File: src/rtl/vga_pkg.sv
// rtl/vga_pkg.sv - shared types and thickness defaults for the display config controller
package vga_pkg;

  typedef enum logic [1:0] {
    BTN_IDLE,
    BTN_DEB_PRESS,
    BTN_HELD,
    BTN_DEB_REL
  } btn_state_e;

  localparam int VGA_THICK_MIN = 1;
  localparam int VGA_THICK_MAX = 8;
  localparam int VGA_THICK_RST = 2;

endpackage

File: src/rtl/btn_debounce.sv
// rtl/btn_debounce.sv - synchronised, debounced active-low pushbutton with one-shot press event
module btn_debounce
  import vga_pkg::*;
#(
  parameter int DEBOUNCE_CYC = 500000
) (
  input  logic clk,
  input  logic rst,
  input  logic i_btn_n,
  output logic o_press,
  output logic o_busy
);

  localparam int CW = $clog2(DEBOUNCE_CYC + 1);
  localparam logic [CW-1:0] CNT_LAST = CW'(DEBOUNCE_CYC - 1);

  logic [1:0]    r_sync;
  btn_state_e    r_state;
  btn_state_e    w_next_state;
  logic [CW-1:0] r_cnt;
  logic [CW-1:0] w_cnt_next;
  logic          w_lvl;

  assign w_lvl = r_sync[1];

  always_ff @(posedge clk or posedge rst) begin
    if (rst) begin
      r_sync  <= 2'b11;
      r_state <= BTN_IDLE;
      r_cnt   <= '0;
    end else begin
      r_sync  <= {r_sync[0], i_btn_n};
      r_state <= w_next_state;
      r_cnt   <= w_cnt_next;
    end
  end

  // Counter tops out at DEBOUNCE_CYC-1 and the FSM leaves the state there, so it cannot wrap.
  always_comb begin
    w_next_state = r_state;
    w_cnt_next   = r_cnt;
    o_press      = 1'b0;
    case (r_state)
      BTN_IDLE: begin
        w_cnt_next = '0;
        if (!w_lvl) w_next_state = BTN_DEB_PRESS;
      end
      BTN_DEB_PRESS: begin
        if (w_lvl) begin
          w_next_state = BTN_IDLE;
        end else if (r_cnt == CNT_LAST) begin
          w_next_state = BTN_HELD;
          o_press      = 1'b1;
        end else begin
          w_cnt_next = r_cnt + 1'b1;
        end
      end
      BTN_HELD: begin
        w_cnt_next = '0;
        if (w_lvl) w_next_state = BTN_DEB_REL;
      end
      BTN_DEB_REL: begin
        if (!w_lvl) begin
          w_next_state = BTN_HELD;
        end else if (r_cnt == CNT_LAST) begin
          w_next_state = BTN_IDLE;
        end else begin
          w_cnt_next = r_cnt + 1'b1;
        end
      end
      default: begin
        w_next_state = BTN_IDLE;
        w_cnt_next   = '0;
      end
    endcase
  end

  assign o_busy = (r_state == BTN_DEB_PRESS) || (r_state == BTN_DEB_REL);

endmodule

File: src/rtl/vga_disp_cfg_ctrl.sv
// rtl/vga_disp_cfg_ctrl.sv - button-driven wave display config, committed once per frame
module vga_disp_cfg_ctrl
  import vga_pkg::*;
#(
  parameter int DEBOUNCE_CYC = 500000,
  parameter int THICK_MIN    = VGA_THICK_MIN,
  parameter int THICK_MAX    = VGA_THICK_MAX,
  parameter int THICK_RST    = VGA_THICK_RST
) (
  input  logic       clk,
  input  logic       rst,
  input  logic       show_cl,
  input  logic       plus_thick,
  input  logic       minus_thick,
  input  logic       frame_start,
  output logic       cfg_show_cl,
  output logic [3:0] cfg_thick,
  output logic       cfg_upd,
  output logic       busy
);

  localparam logic [3:0] TMIN = 4'(THICK_MIN);
  localparam logic [3:0] TMAX = 4'(THICK_MAX);
  localparam logic [3:0] TRST = 4'(THICK_RST);

  logic       w_show_press, w_plus_press, w_minus_press;
  logic [2:0] w_deb_busy;
  logic       r_pend_show, r_cfg_show;
  logic [3:0] r_pend_thick, r_cfg_thick;
  logic [3:0] w_pend_thick_next;
  logic       r_fs_d;
  logic       w_changed;

  btn_debounce #(.DEBOUNCE_CYC(DEBOUNCE_CYC)) u_show (
    .clk(clk), .rst(rst), .i_btn_n(show_cl), .o_press(w_show_press), .o_busy(w_deb_busy[0])
  );
  btn_debounce #(.DEBOUNCE_CYC(DEBOUNCE_CYC)) u_plus (
    .clk(clk), .rst(rst), .i_btn_n(plus_thick), .o_press(w_plus_press), .o_busy(w_deb_busy[1])
  );
  btn_debounce #(.DEBOUNCE_CYC(DEBOUNCE_CYC)) u_minus (
    .clk(clk), .rst(rst), .i_btn_n(minus_thick), .o_press(w_minus_press), .o_busy(w_deb_busy[2])
  );

  always_comb begin
    w_pend_thick_next = r_pend_thick;
    if (w_plus_press && !w_minus_press && (r_pend_thick < TMAX))
      w_pend_thick_next = r_pend_thick + 4'd1;
    else if (w_minus_press && !w_plus_press && (r_pend_thick > TMIN))
      w_pend_thick_next = r_pend_thick - 4'd1;
  end

  // Commit one cycle after frame_start so a press landing on frame_start is included.
  always_ff @(posedge clk or posedge rst) begin
    if (rst) begin
      r_pend_show  <= 1'b1;
      r_pend_thick <= TRST;
      r_cfg_show   <= 1'b1;
      r_cfg_thick  <= TRST;
      r_fs_d       <= 1'b0;
    end else begin
      r_pend_show  <= r_pend_show ^ w_show_press;
      r_pend_thick <= w_pend_thick_next;
      r_fs_d       <= frame_start;
      if (r_fs_d) begin
        r_cfg_show  <= r_pend_show;
        r_cfg_thick <= r_pend_thick;
      end
    end
  end

  assign w_changed   = (r_pend_show != r_cfg_show) || (r_pend_thick != r_cfg_thick);
  assign cfg_show_cl = r_cfg_show;
  assign cfg_thick   = r_cfg_thick;
  assign cfg_upd     = r_fs_d && w_changed;
  assign busy        = (|w_deb_busy) || w_changed;

endmodule

File: config.mk
export PLATFORM = sky130hd
export DESIGN_NAME = vga_disp_cfg_ctrl
export DESIGN_NICKNAME = d
export VERILOG_FILES = /design/src/rtl/vga_pkg.sv /design/src/rtl/btn_debounce.sv /design/src/rtl/vga_disp_cfg_ctrl.sv
export SDC_FILE = /design/constraint.sdc
export NUM_CORES = 1
export LEC_CHECK = 0
export CORE_MARGIN = 3
export CORE_UTILIZATION = 45
export DETAILED_ROUTE_END_ITERATION = 16
export DONT_BUFFER_PORTS = 1
export GPL_ROUTABILITY_DRIVEN = 0
export PLACE_DENSITY = 0.64
export SLEW_MARGIN = 40
export SYNTH_ARGS = -nofsm -noshare
export SYNTH_HDL_FRONTEND = slang
export SYNTH_SLANG_ARGS = --single-unit
File: constraint.sdc
create_clock -name clk -period 6.55 [get_ports clk]
set_input_delay 0.9825 -clock clk [delete_from_list [all_inputs] [get_ports clk]]
set_output_delay 0.9825 -clock clk [all_outputs]
set_load 0.01 [all_outputs]
==> results summary <==
The flow ran to the end, and the final reports show no timing, DRC or antenna violations. The synthesized-area fraction occupied by and/or/nand/nor cells is 0.245. For this run, asynchronously set or reset flops after synthesis account for 1.00. The quantity of hold-fixing buffers added after cts is 0. The final antenna diode count came out at 0. The wire length on met1 came out at 3660 um. The final count of hold timing violations came out at 0. Setup repair after global routing left no endpoint under its margin. Along the worst path, the maximum fanout reaches 8. The power per cell area is 211 nW/um2. The average cell area after synthesis is between 10 and 15 um2. The number of fill cells came out at 805. The setup check on the worst reg-to-reg path leaves a slack of 4430 ps. The number of sinks handled by clock tree synthesis came out at 80. The die outline height is 102 um. The pin count of the biggest net entering global routing is 81. The clock edge transition at the registers on the reported setup and hold paths came out at 90 ps. Leaving out fill and tap cells, the most frequent cells in the layout are sky130_fd_sc_hd__dfrtp_1, sky130_fd_sc_hd__nor2_1, sky130_fd_sc_hd__xor2_1.

The path with the worst hold slack has its endpoint at u_show.r_sync[1]. The count of instances resized after the clock tree is built is 0. The worst register-to-register path ends at r_pend_thick[2]. The count of standard-cell rows is 34. The routed wire length on met2 is 3640 um.

The highest clock frequency the design can meet is approximately 360 MHz. Detailed routing inserted a total of 2899 vias. Of the synthesized area, sequential elements account for 0.483.

The final sum of negative setup slack came out at 0 ps. The startpoint of the most critical hold path is u_show.r_sync[0]. The worst setup slack after placement is 4120 ps. The die covers 10500 um2. The core outline area is 8850 um2. The clock reaches the later pin of the worst-skew pair after 360 ps. In this run the worst hold path is classified as flop to flop. The sort of element at the end of the critical path is a primary output. The arrival time at the worst endpoint is 1820 ps. The number of maximum-capacitance constraint violations came out at 0. The number of setup buffers added after CTS is 0. The starting DRC count in detailed routing came out at 142. Buffers placed on the I/O ports in this run total 0. The slew at the pin closest to its max-slew limit is 707 ps. The number of remaining DRC errors is 0. In this run the count of I/O pins placed on the die edge is 13. The number of antenna violations at the first check in global routing is 0.

Dividing the detail-routed via count by the number of cells gives 5.67. The summed instance area of the synthesized netlist is 4170 um2. IR analysis of the VDD net gives a maximum drop of 0.000127 V. TritonCTS built the clock tree. The most common cell after layout, fill and taps aside is sky130_fd_sc_hd__dfrtp_1. The total global routing track utilization came out at 0.165. The leakage power came out at 0.00189 uW. The clock buffer count from CTS is 9. The minimum setup slack in the final design is ~3700 ps. In this run the top signal layer used is met4. The maximum clock path buffer count is 2. Counting instances, the worst hold path has a depth of 0.

By area, the combinational part of the netlist is dominated by simple AND/OR/NAND/NOR gates. Of the total synthesized cell area, the portion taken by XOR and XNOR cells is 0.100. The worst setup path is launched from a flop. In this run the tightest slew margin relative to its limit is 0.529. The first-pass GRT wire length came out at 13800 um. The flop and latch count out of synthesis is 80. The final number of setup-violating endpoints came out at 0. The critical path goes through xor2_1 > nor3_1 > nand3_1 > or4_1.

The average routed wire per standard cell came out at between 10 and 15 um. The layout cell share with drive strength beyond 1 came out at 0.124. The sum of overflow across all layers after global routing came out at 0. The number of nets with antenna violations after routing is 0. The most used flip-flop cell after synthesis is sky130_fd_sc_hd__dfrtp_1. The Yosys step of the flow raised 0 warnings. Among all stages on the critical path, the largest delay is contributed by sky130_fd_sc_hd__or4_1. The finished layout holds 511 standard cells, fillers aside. By startpoint and endpoint, the worst setup path is classified as flop to primary output. The number of nets at the end of the flow is 410.

The first TritonRoute pass finished after 4 iterations. Detailed routing placed a total of ~180 um of wire on met3. The number of H-tree branching levels came out at 3. The depth of the worst register-to-register path came out at 5.

The die is 102 um wide. The number of global-route vias before repair came to ~2900. The count of mapped cells out of synthesis came out at 395. The final count of pins violating max slew is 0. The area growth from synthesis to final layout came out at 8.16%. Clock tree synthesis selected as its root buffer the cell sky130_fd_sc_hd__clkbuf_8. The post-synthesis mux area share came out at 0.0231. The compound-gate portion of the synthesized area is 0.108.

The initial standard-cell utilization of the core is 0.471. The post-route fraction of the period consumed by the critical path came out at 0.428. Subtracting the final worst setup slack from the clock period gives 2800 ps. The largest single stage delay on the critical path is 490 ps. Detailed placement finished with a half-perimeter wire length of 5190 um. Counting tap cells, the placed design contains a total of 495 instances. In this run the critical register-to-register path is launched from u_plus.r_cnt[5].

In this run, synthesis inferred 0 flip-flops with an integrated enable. The number of nets produced by synthesis came out at 407. The number of distinct library cells after synthesis is 56. Of the total synthesized cell area, the portion taken by full adders, half adders and majority gates is 0.0180. Between clock sinks in the finished design, the worst skew comes to around 16 ps. The routed wire length is 7600 um. Data on the critical path is required at its endpoint by 5570 ps.
==> cell families after synthesis <==
group,count (synthesis)
fa+ha+maj,6
flops,80
simple gates,170
xor+xnor,46
buf+inv,22
compound gates,62
mux,9
==> registers in the layout, summed over array words and instances (netlist names), named ones only <==
register,cells
cfg_thick,4
u_plus.r_state,1
u_plus.r_cnt,19
r_fs_d,1
u_show.r_cnt,19
u_minus.r_sync,2
r_pend_thick,4
u_minus.r_state,1
cfg_show_cl,1
u_minus.r_cnt,19
u_show.r_state,1
r_pend_show,1
u_plus.r_sync,2
u_show.r_sync,2
==> routing by layer <==
layer / track usage / up-vias
li1: - / 1445
met4: 0.0454 / 0
met5: 0 / -
met1: 0.225 / 1413
met3: 0.0457 / 9
met2: 0.261 / 32
==> cells in the mapped netlist (3+ instances only) <==
cell type	number	area (um2)
sky130_fd_sc_hd__and4_1	7	61.3
sky130_fd_sc_hd__o211ai_1	5	37.5
sky130_fd_sc_hd__a21oi_1	8	40.0
sky130_fd_sc_hd__nand4_1	16	100
sky130_fd_sc_hd__a21o_1	3	22.5
sky130_fd_sc_hd__dfstp_2	10	263
sky130_fd_sc_hd__or4_1	3	22.5
sky130_fd_sc_hd__nor4_1	9	56.3
sky130_fd_sc_hd__and2_1	21	131
sky130_fd_sc_hd__a21boi_0	3	22.5
sky130_fd_sc_hd__o21a_1	11	82.6
sky130_fd_sc_hd__nor3_1	12	60.1
sky130_fd_sc_hd__mux2i_1	4	40.0
sky130_fd_sc_hd__xor2_1	24	210
sky130_fd_sc_hd__dfrtp_1	70	1750
sky130_fd_sc_hd__mux2_2	5	56.3
sky130_fd_sc_hd__or3_1	12	75.1
sky130_fd_sc_hd__and3_1	4	25.0
sky130_fd_sc_hd__nor4_2	3	37.5
sky130_fd_sc_hd__nand3_1	21	105
sky130_fd_sc_hd__nand2_1	17	63.8
sky130_fd_sc_hd__o21ai_0	13	65.1
sky130_fd_sc_hd__inv_1	13	48.8
sky130_fd_sc_hd__xnor2_1	20	175
sky130_fd_sc_hd__o31ai_1	3	22.5
sky130_fd_sc_hd__ha_1	6	75.1
sky130_fd_sc_hd__nor2_1	26	97.6
sky130_fd_sc_hd__clkbuf_1	5	18.8
==> metrics by stage <==
| stage | hold slack [ps] | power, uW | instance area, um2 | utilization |
|---|---|---|---|---|
| 3_5_place_dp | 347 | 555 | 4270 | 0.483 |
| 3_3_place_gp | 347 | 553 | 4270 | 0.482 |
| 5_1_grt | 369 | 995 | 4510 | 0.510 |
| 4_1_cts | 363 | 968 | 4500 | 0.508 |
| 6_report | 360 | 951 | 4510 | 0.510 |
| 2_1_floorplan | 345 | 545 | 4170 | - |
==> how the worst max path moves through the flow <==
| stage | from | end | slack, ps | cells past startpoint |
|---|---|---|---|---|
| after floorplan | rst | asynchronous set/reset pin | 3530 | 1 |
| after global placement | r_pend_thick[0] | busy | 4170 | 4 |
| after detailed placement | r_pend_thick[0] | busy | 4120 | 4 |
| after CTS | r_pend_thick[0] | busy | 3710 | 4 |
| after global routing | r_pend_thick[0] | busy | 3620 | 4 |
| final | r_pend_thick[0] | busy | 3750 | 4 |
==> critical path: cells and delay by family (launching register included) <==
| kind | cells | cell delay [ps] |
|---|---|---|
| xor+xnor | 1 | 200 |
| flops | 1 | 480 |
| simple gates | 3 | 780 |
==> power by group <==
group          internal (uW)  switching, uW
Combinational           10.1           21.8
Clock                    219            188
Sequential               502           9.92
==> area by class of cell <==
cell class	count	area (um2)	share of cell area
Timing Repair Buffer	1	11.3	0.00250
Clock buffer	9	124	0.0275
Multi-Input combinational cell	293	2070	0.460
Inverter	13	50.0	0.0111
Tap cell	108	135	0.0300
Sequential cell	80	2010	0.447
Clock inverter	7	101	0.0225
Note: power is estimated with default switching activity, not from simulation.
